### src/rtl/ftsd_scan_ctl.sv
// ftsd_scan_ctl
// Scan controller for a multiplexed 14-segment display. One digit is driven at
// a time on a shared segment bus. Each digit slot is preceded by a blanking
// interval to suppress ghosting. Pacing comes from a one-cycle scan tick
// (scan_en), which is never used as a clock. New frame data is held in a
// staging buffer and copied to the displayed (shadow) frame only at a frame
// boundary or while the display is off. A displayed frame therefore never
// mixes old and new patterns.
module ftsd_scan_ctl #(
    parameter int N_DIGIT     = 4,
    parameter int SEG_W       = 15,
    parameter int BLANK_TICKS = 1,
    parameter int DWELL_TICKS = 2,
    localparam int IDX_W      = (N_DIGIT > 1) ? $clog2(N_DIGIT) : 1
) (
    input  logic                       clk,
    input  logic                       rst,
    input  logic                       scan_en,
    input  logic                       enable,
    input  logic                       wr_req,
    input  logic [N_DIGIT*SEG_W-1:0]   wr_data,
    output logic                       wr_ack,
    input  logic [N_DIGIT-1:0]         digit_mask,
    output logic [N_DIGIT-1:0]         ftsd_ctl,
    output logic [SEG_W-1:0]           ftsd_seg,
    output logic [IDX_W-1:0]           scan_idx,
    output logic                       frame_done
);

    localparam int FRAME_W = N_DIGIT * SEG_W;
    localparam int CNT_MAX = (BLANK_TICKS > DWELL_TICKS) ? BLANK_TICKS : DWELL_TICKS;
    localparam int CNT_W   = (CNT_MAX > 1) ? $clog2(CNT_MAX + 1) : 1;

    localparam logic [1:0] ST_OFF   = 2'd0;
    localparam logic [1:0] ST_BLANK = 2'd1;
    localparam logic [1:0] ST_DRIVE = 2'd2;

    localparam logic [CNT_W-1:0] BLANK_LAST = CNT_W'(BLANK_TICKS - 1);
    localparam logic [CNT_W-1:0] DWELL_LAST = CNT_W'(DWELL_TICKS - 1);
    localparam logic [IDX_W-1:0] IDX_LAST   = IDX_W'(N_DIGIT - 1);

    logic [1:0]         state_q,   state_d;
    logic [IDX_W-1:0]   idx_q,     idx_d;
    logic [CNT_W-1:0]   cnt_q,     cnt_d;
    logic [FRAME_W-1:0] shadow_q,  shadow_d;
    logic [FRAME_W-1:0] staging_q, staging_d;
    logic               pending_q, pending_d;

    logic blank_last;
    logic dwell_last;
    logic last_digit;
    logic frame_boundary;
    logic apply_point;
    logic do_apply;
    logic drive_active;

    assign blank_last = (cnt_q == BLANK_LAST);
    assign dwell_last = (cnt_q == DWELL_LAST);
    assign last_digit = (idx_q == IDX_LAST);

    // The frame ends on the final dwell tick of the last digit. This is only
    // true if the display stays enabled through that tick. An abandoned frame
    // produces no frame boundary.
    assign frame_boundary = !rst && enable && (state_q == ST_DRIVE) &&
                            scan_en && dwell_last && last_digit;

    // The shadow frame may change at a frame boundary. It may also change on
    // any cycle in OFF, because nothing is displayed then.
    assign apply_point = !rst && ((state_q == ST_OFF) || frame_boundary);
    assign do_apply    = apply_point && (pending_q || wr_req);

    assign wr_ack     = do_apply;
    assign frame_done = frame_boundary;

    // Next-state logic for the scan sequencer: OFF -> BLANK -> DRIVE -> BLANK ...
    always_comb begin
        state_d = state_q;
        idx_d   = idx_q;
        cnt_d   = cnt_q;
        if (!enable) begin
            state_d = ST_OFF;
            idx_d   = '0;
            cnt_d   = '0;
        end else begin
            case (state_q)
                ST_OFF: begin
                    state_d = ST_BLANK;
                    idx_d   = '0;
                    cnt_d   = '0;
                end
                ST_BLANK: begin
                    if (scan_en) begin
                        if (blank_last) begin
                            state_d = ST_DRIVE;
                            cnt_d   = '0;
                        end else begin
                            cnt_d = cnt_q + CNT_W'(1);
                        end
                    end
                end
                ST_DRIVE: begin
                    if (scan_en) begin
                        if (dwell_last) begin
                            state_d = ST_BLANK;
                            cnt_d   = '0;
                            idx_d   = last_digit ? '0 : idx_q + IDX_W'(1);
                        end else begin
                            cnt_d = cnt_q + CNT_W'(1);
                        end
                    end
                end
                default: begin
                    state_d = ST_OFF;
                    idx_d   = '0;
                    cnt_d   = '0;
                end
            endcase
        end
    end

    // Double-buffered frame update. A request on the apply cycle bypasses
    // staging. Otherwise the last request before the apply point wins.
    always_comb begin
        shadow_d  = shadow_q;
        staging_d = staging_q;
        pending_d = pending_q;
        if (do_apply) begin
            shadow_d  = wr_req ? wr_data : staging_q;
            pending_d = 1'b0;
        end else if (wr_req) begin
            staging_d = wr_data;
            pending_d = 1'b1;
        end
    end

    // State registers. Reset blanks the display and discards a pending write.
    always_ff @(posedge clk) begin
        if (rst) begin
            state_q   <= ST_OFF;
            idx_q     <= '0;
            cnt_q     <= '0;
            shadow_q  <= '1;
            staging_q <= '0;
            pending_q <= 1'b0;
        end else begin
            state_q   <= state_d;
            idx_q     <= idx_d;
            cnt_q     <= cnt_d;
            shadow_q  <= shadow_d;
            staging_q <= staging_d;
            pending_q <= pending_d;
        end
    end

    // A masked slot keeps its timing but stays dark. Select and segments use
    // the same enable term, so they change together.
    assign drive_active = (state_q == ST_DRIVE) && digit_mask[idx_q];

    genvar gi;
    generate
        for (gi = 0; gi < N_DIGIT; gi++) begin : g_ctl
            assign ftsd_ctl[gi] = !(drive_active && (idx_q == IDX_W'(gi)));
        end
    endgenerate

    assign ftsd_seg = drive_active ? shadow_q[int'(idx_q) * SEG_W +: SEG_W] : {SEG_W{1'b1}};
    assign scan_idx = idx_q;

endmodule

### config.mk
export PLATFORM = sky130hd
export DESIGN_NAME = ftsd_scan_ctl
export DESIGN_NICKNAME = d
export VERILOG_FILES = /design/src/rtl/ftsd_scan_ctl.sv
export SDC_FILE = /design/constraint.sdc
export NUM_CORES = 1
export LEC_CHECK = 0
export CORE_ASPECT_RATIO = 1.4
export CORE_MARGIN = 8
export CORE_UTILIZATION = 55
export DETAILED_ROUTE_END_ITERATION = 12
export DONT_BUFFER_PORTS = 1
export GPL_ROUTABILITY_DRIVEN = 1
export PLACE_DENSITY = 0.67
export SLEW_MARGIN = 0
export SYNTH_ARGS = -nofsm -noshare
export SYNTH_HDL_FRONTEND = slang
export SYNTH_SLANG_ARGS = --single-unit
### constraint.sdc
create_clock -name clk -period 2.46 [get_ports clk]
set_input_delay 0.246 -clock clk [delete_from_list [all_inputs] [get_ports clk]]
set_output_delay 0.246 -clock clk [all_outputs]
set_load 0.05 [all_outputs]
==> reports/metrics.yaml, run 1 <==
die:
  die-area_mm2: 0.0145
  placeableCoreArea_mm2: 0.0107
  dieHeight_um: 139
  top_level_ports: 92
  initial_utilization_pct: 55.9
  die-width_um: 104
  rows: 45
clock_network:
  cts.sinks: 127
  clk-insertion-delay-late_ns: 0.41
  master_cell_of_the_clock_root_buffer: "sky130_fd_sc_hd__clkbuf_16"
  clockBufferDepth: 2
  clock_tree_from_tritoncts: "yes"
  cts-htree-levels: 4
  hold_bufs_inserted_after_cts: 0
  cts_buffers: 17
  path_clk_slew_ns: 0.05
sta:
  finalSetupTns_ns: 0
  count_of_endpoints_failing_hold_in_the_final_timing_report: 0
  fin_ws_ns: 0.130
  worst-slew-pin-transition_ns: 0.717
  setup_viol: 0
  final_max_slew_viol_count: 0
  final.hold.worst_slack_ns: 0.0140
  min_period_over_period_pct: 94.7
  timing.fmax_mhz: 429
  grt_setup_unrepaired: "false"
  fin_skew_ns: 0.00550
  timing.final.crit_period_ns: 2.33
  max_slew_headroom_pct: 51.8
setup_path:
  worst_setup_path_end_kind: "output pin"
  worst_setup_start_kind: "flip-flop"
  maximum_fanout_along_the_worst_path: 20
  worst_ep_arrival_time_ns: 2.08
  crit_required_ns: 2.21
  timing_worst_setup_path_type: "flip-flop to output pin"
power:
  power_density_mw_per_mm2: 795
  totalPowerFinal_mw: 5.36
  cellLeakagePower_nw: 2.75
  ir_drop_uv: 567
grt:
  global_route_wire_length_before_repair_mm: 20.3
  number_of_global_route_vias_before_repair: 3847
  grt_max_degree: 123
  grt_antenna_before_repair: 0
  groute.usage.overall_pct: 17.5
  globalRoute.totalOverflow: 0
drt:
  route.antenna.remaining_nets: 0
  dr.pass1.iters: 4
  wl_per_cell_um: 17.6
  vias_per_cell: 5.48
  route.final.wire_length_mm: 12.5
  drc_viols: 0
  detailroute.via_count: 3907
  drt_iter0_markers: 183
hold_path:
  min-delay-path-class: "primary input to flip-flop"
placement:
  dpl_cell_area_mm2: 0.00618
  post-place-ws_ns: 0.259
  dp_hpwl_mm: 8.65
  numPortBuffers: 0
  gpl.final_weighted_congestion: 0.773
logic_synthesis:
  synth_enable_flop_cells: 0
  synth_cells: 557
  netlist_cell_types: 31
  netlist_area_mm2: 0.00598
  synth-main-ff-cell: "sky130_fd_sc_hd__dfxtp_1"
  async_flop_share_pct: 0
  synth.yosys.seq_area_share_pct: 42.5
  synth_net_count: 638
  post_synth.cell_area_avg_um2: 10.7
  postSynthRegisterBits: 127
  yosys_warnings: 0
final_layout:
  synth_to_final_area_change_pct: 12.8
  drive_above_1_share_pct: 19.4
  finish.net_count: 643
  num_antenna_cells: 0
  filler_cell_count: 882
  fin_area_mm2: 0.00674
status:
  result_of_the_run: "finished, final reports clean"
run:
  maximum_capacitance_violations: 0
-- Yosys cell counts, types with 2 or more instances --
cell	n	area (µm²)
sky130_fd_sc_hd__nand2_1	5	18.8
sky130_fd_sc_hd__buf_4	10	75.1
sky130_fd_sc_hd__nor3b_1	2	15.0
sky130_fd_sc_hd__a21oi_1	4	20.0
sky130_fd_sc_hd__nand2b_1	16	100
sky130_fd_sc_hd__dfxtp_1	127	2540
sky130_fd_sc_hd__nor2_1	126	473
sky130_fd_sc_hd__mux2i_1	120	1200
sky130_fd_sc_hd__o21ai_0	4	20.0
sky130_fd_sc_hd__a21boi_0	2	15.0
sky130_fd_sc_hd__clkbuf_1	17	63.8
sky130_fd_sc_hd__mux2_2	34	383
sky130_fd_sc_hd__mux2_1	26	293
sky130_fd_sc_hd__mux4_2	16	360
sky130_fd_sc_hd__and2_1	2	12.5
sky130_fd_sc_hd__inv_1	7	26.3
sky130_fd_sc_hd__buf_2	8	40.0
sky130_fd_sc_hd__or4_1	2	15.0
sky130_fd_sc_hd__buf_6	6	67.6
sky130_fd_sc_hd__ha_1	12	150
-- repair_timing --
action	CTS	global route
endpoints found under the setup margin	10	1
setup buffers	0	0
pin swaps	0	0
gates resized for setup	2	1
-- final timing paths --
| check | endpoint | start | slack, ns | cells after the start |
|---|---|---|---|---|
| setup reg to reg | staging_q[0] | state_q[0] | 0.30 | 7 |
| hold / removal | shadow_q[7] | rst | 0.01 | 2 |
| setup / recovery | ftsd_seg[14] | scan_idx[0] | 0.13 | 3 |
| hold reg to reg | staging_q[47] | staging_q[47] | 0.46 | 1 |
-- critical path, stage by stage (launching register included) --
cell and delay, ns:
sky130_fd_sc_hd__dfxtp_2 0.35, sky130_fd_sc_hd__buf_6 0.33, sky130_fd_sc_hd__mux4_2 0.54, sky130_fd_sc_hd__or2b_1 0.44
-- flip-flops by register name, summed over array words and instances (netlist names) --
register and count:
shadow_q 60, cnt_q 2, staging_q 60, state_q 2, scan_idx 2, pending_q 1
-- power breakdown --
| part | total [mW] | switching (mW) | internal (mW) |
|---|---|---|---|
| combinational | 0.574 | 0.250 | 0.324 |
| clock | 2.38 | 0.837 | 1.54 |
| sequential | 2.41 | 0.119 | 2.29 |
-- layer usage --
layer	share of wire, %	wire length [µm]	track usage (%)
met1	45	5590	21.1
met2	48	6030	28.3
met3	5.9	740	6.42
met4	1.4	177	5.74
met5	0	0	0
-- stage by stage --
step,instances,utilization (%)
after floorplan,557,-
after global placement,684,57.7
after detailed placement,684,57.7
after CTS,713,63.0
after global routing,713,63.0
final,713,63.0
-- layout make-up --
cell class                      instances  area, µm²  share of cell area (%)
Clock buffer                           21        470                    6.98
Timing Repair Buffer                   28        264                    3.91
Tap cell                              141        176                    2.62
Inverter                                7       26.3                   0.390
Multi-Input combinational cell        381       3170                    47.1
Clock inverter                          8       90.1                    1.34
Sequential cell                       127       2540                    37.7
-- cell usage in the layout (no fill, tap or decap), types with 11 or more instances in the layout --
cell                        Yosys  final
sky130_fd_sc_hd__ha_1          12     11
sky130_fd_sc_hd__mux2i_1      120    120
sky130_fd_sc_hd__dfxtp_1      127    126
sky130_fd_sc_hd__buf_4         10     23
sky130_fd_sc_hd__mux2_1        26     26
sky130_fd_sc_hd__clkbuf_16      0     17
sky130_fd_sc_hd__mux4_2        16     16
sky130_fd_sc_hd__nor2_1       126    126
sky130_fd_sc_hd__nand2b_1      16     16
sky130_fd_sc_hd__mux2_2        34     34
-- cells by family after synthesis --
| group | after synthesis | synth area share, % |
|---|---|---|
| buf+inv | 49 | 4.62 |
| mux | 196 | 37.4 |
| flops | 127 | 42.5 |
| fa+ha+maj | 12 | 2.51 |
| compound gates | 16 | 1.86 |
| simple gates | 157 | 11.1 |
Note: power is estimated with default switching activity, not from simulation.
==> run 2: changes to the inputs <==
--- a/config.mk
+++ b/config.mk
@@ -7,11 +7,10 @@
 export LEC_CHECK = 0
 export CORE_ASPECT_RATIO = 1.4
 export CORE_MARGIN = 8
-export CORE_UTILIZATION = 55
+export CORE_UTILIZATION = 54
 export DETAILED_ROUTE_END_ITERATION = 12
-export DONT_BUFFER_PORTS = 1
 export GPL_ROUTABILITY_DRIVEN = 1
-export PLACE_DENSITY = 0.67
+export PLACE_DENSITY = 0.77
 export SLEW_MARGIN = 0
 export SYNTH_ARGS = -nofsm -noshare
 export SYNTH_HDL_FRONTEND = slang
==> reports/metrics.yaml, run 2 (synthesis gave the netlist of run 1 again) <==
setup_path:
  crit_required_ns: 2.21  # about the same
  timing_worst_setup_path_type: "flip-flop to output pin"
  r2r_start: "state_q[0]"
  worst-r2r-cell-count: 7  # unchanged
  worstSetupStartpoint: "scan_idx[1]"
  worst_setup_start_kind: "flip-flop"
  critical_path.max_stage_delay_ns: 0.37  # -0.17 ns
  endpoint: "ftsd_seg[14]"
  timing.rr.end: "staging_q[31]"
  crit_path_frequent_cell: "sky130_fd_sc_hd__buf_4"
  worst-r2r-setup-slack_ns: 0.25  # -0.05 ns
  worst_path_max_delay_cell: "sky130_fd_sc_hd__dfxtp_1"
  crit_path_cell_trace: "buf_8 > mux4_2 > and2_1 > buf_4 > or2b_1 > buf_4"
  worst_ep_arrival_time_ns: 2.10  # +0.02 ns
  maximum_fanout_along_the_worst_path: 20  # unchanged
  worst_setup_path_end_kind: "output pin"
power:
  power.share.combinational_pct: 13.7  # +3.0 points
  ir_drop_uv: 553  # -2.6%
  power_density_mw_per_mm2: 724  # -8.9%
  cellLeakagePower_nw: 3.19  # +16%
  switching_power_mw: 1.36  # +12%
  clock_power_share_pct: 43.5  # -0.8 points
  power.internal_mw: 4.29  # +3.2%
  switching_share_pct: 24.0  # +1.5 points
  share_seq_of_total_power_pct: 42.8  # -2.1 points
die:
  dieHeight_um: 141  # +0.81%
  rows: 45  # unchanged
  placeableCoreArea_mm2: 0.0108  # +1.1%
  die-area_mm2: 0.0147  # +1.6%
  initial_utilization_pct: 55.3  # -0.58 points
  die-width_um: 105  # +0.78%
  top_level_ports: 92  # unchanged
sta:
  fin_ws_ns: 0.110  # -0.0207 ns
  timing.fmax_mhz: 425  # -0.88%
  worst-slew-pin-transition_ns: 0.690  # -0.0270 ns
  finalSetupTns_ns: 0  # unchanged
  setup_viol: 0  # unchanged
  max_slew_headroom_pct: 53.6  # +1.8 points
  final_max_slew_viol_count: 0  # unchanged
  fin_skew_ns: 0.0109  # +0.00544 ns
  count_of_endpoints_failing_hold_in_the_final_timing_report: 0  # unchanged
  final.hold.worst_slack_ns: 0.216  # +0.202 ns
  grt_setup_unrepaired: "false"
  timing.final.crit_period_ns: 2.35  # +0.0207 ns
  min_period_over_period_pct: 95.5  # +0.84 points
clock_network:
  clock_tree_from_tritoncts: "yes"
  cts_buffers: 17  # unchanged
  master_cell_of_the_clock_root_buffer: "sky130_fd_sc_hd__clkbuf_16"
  cts-htree-levels: 4  # unchanged
  clockBufferDepth: 2  # unchanged
  clk-insertion-delay-late_ns: 0.41  # about the same
  cts.sinks: 127  # unchanged
  hold_bufs_inserted_after_cts: 0  # unchanged
  path_clk_slew_ns: 0.06  # about the same
placement:
  gpl.final_weighted_congestion: 0.799  # +3.5%
  numPlacedInstances: 761  # +11%
  dp_hpwl_mm: 9.73  # +13%
  post-place-ws_ns: 0.229  # -0.0306 ns
  numPortBuffers: 91  # +91
final_layout:
  synth_to_final_area_change_pct: 30.4
  finish.net_count: 721  # +12%
  fin_cells: 795  # +12%
  layout.cells.most_common_list: "sky130_fd_sc_hd__nor2_1 (126), sky130_fd_sc_hd__dfxtp_1 (126), sky130_fd_sc_hd__mux2i_1 (120)"
  drive_above_1_share_pct: 18.7  # -0.72 points
  largestRegisters: "shadow_q (60), staging_q (60)"
grt:
  groute.usage.overall_pct: 19.5  # +2.0 points
  grt_max_degree: 52  # -58%
  globalRoute.totalOverflow: 0  # unchanged
  global_route_wire_length_before_repair_mm: 22.9  # +13%
  number_of_global_route_vias_before_repair: 4614  # +20%
  grt_antenna_before_repair: 1  # +1
drt:
  vias_per_cell: 5.39  # -1.5%
  wl_per_cell_um: 17.9  # +1.6%
  route.final.wire_length_mm: 14.2  # +13%
  dr.pass1.iters: 4  # unchanged
  drc_viols: 0  # unchanged
  detailroute.via_count: 4289  # +9.8%
  route.antenna.remaining_nets: 0  # unchanged
  drt_iter0_markers: 164  # -10%
run:
  maximum_capacitance_violations: 0  # unchanged
hold_path:
  min-delay-path-class: "primary input to flip-flop"
status:
  result_of_the_run: "finished, final reports clean"
[run 2: changes by cell type in the layout (fill, tap and decap cells not counted), sizes merged]
cell | previous run | this run
buf | 28 | 37
clkbuf | 21 | 23
clkdlybuf4s50 | 0 | 68
clkinv | 6 | 5
clkinvlp | 0 | 3
diode | 0 | 1
[run 2: what timing repair did]
item | 4_1_cts | 5_1_grt
hold endpoints to repair | 0 | 0
cloned | 0 | 1
gates resized for setup | 2 | 1
endpoints found under the setup margin | 2 | 2
setup buffers | 0 | 1
pin swaps | 0 | 1
[run 2: worst min-delay path by stage]
stage / slack (ns) / cells after the start / to / from
detailed placement: 0.45 / 1 / staging_q[34] / staging_q[34]
global route: 0.23 / 3 / shadow_q[20] / wr_req
global placement: 0.45 / 1 / staging_q[49] / staging_q[49]
finish: 0.22 / 3 / shadow_q[20] / wr_req
floorplan: 0.42 / 2 / cnt_q[1] / scan_en
CTS: 0.20 / 3 / shadow_q[20] / wr_req
[run 2: layout make-up]
class	instances	area [µm²]
Fill cell	775	3010
Timing Repair Buffer	106	1290
Multi-Input combinational cell	381	3170
Sequential cell	127	2540
Clock inverter	10	111
Clock buffer	22	474
Tap cell	141	176
Antenna cell	1	2.50
Inverter	7	26.3
[run 2: critical path: cells and delay by family (launching register included)]
kind	cells	cell delay, ns
AND/OR/NAND/NOR	2	0.36
flip-flops	1	0.37
multiplexers	1	0.33
buffers and inverters	3	0.62
[run 2: power by group through the flow]
stage	sequential [mW]	combinational (mW)	clock, mW
2_1_floorplan	2.41	0.543	0
3_3_place_gp	2.44	0.738	0
3_5_place_dp	2.45	0.766	0
4_1_cts	2.41	0.770	2.49
5_1_grt	2.44	0.843	2.58
6_report	2.42	0.776	2.45
[run 2: per-stage QoR]
stage          utilization (%)  instance area [µm²]  total power [mW]
2_1_floorplan                -                 5980              2.95
3_3_place_gp              66.5                 7190              3.18
3_5_place_dp              66.5                 7190              3.22
4_1_cts                   71.8                 7760              5.67
5_1_grt                   72.1                 7800              5.86
6_report                  72.1                 7800              5.64
[run 2: metal layers]
metal / vias up / part of all wire [%] / wire (µm) / global-route usage, %
met5: - / 0 / 0 / 0
met2: 83 / 53 / 7550 / 34.8
met1: 2103 / 42 / 5930 / 21.3
met4: 0 / 1.2 / 167 / 7.24
li1: 2091 / - / - / -
met3: 12 / 3.9 / 559 / 5.60
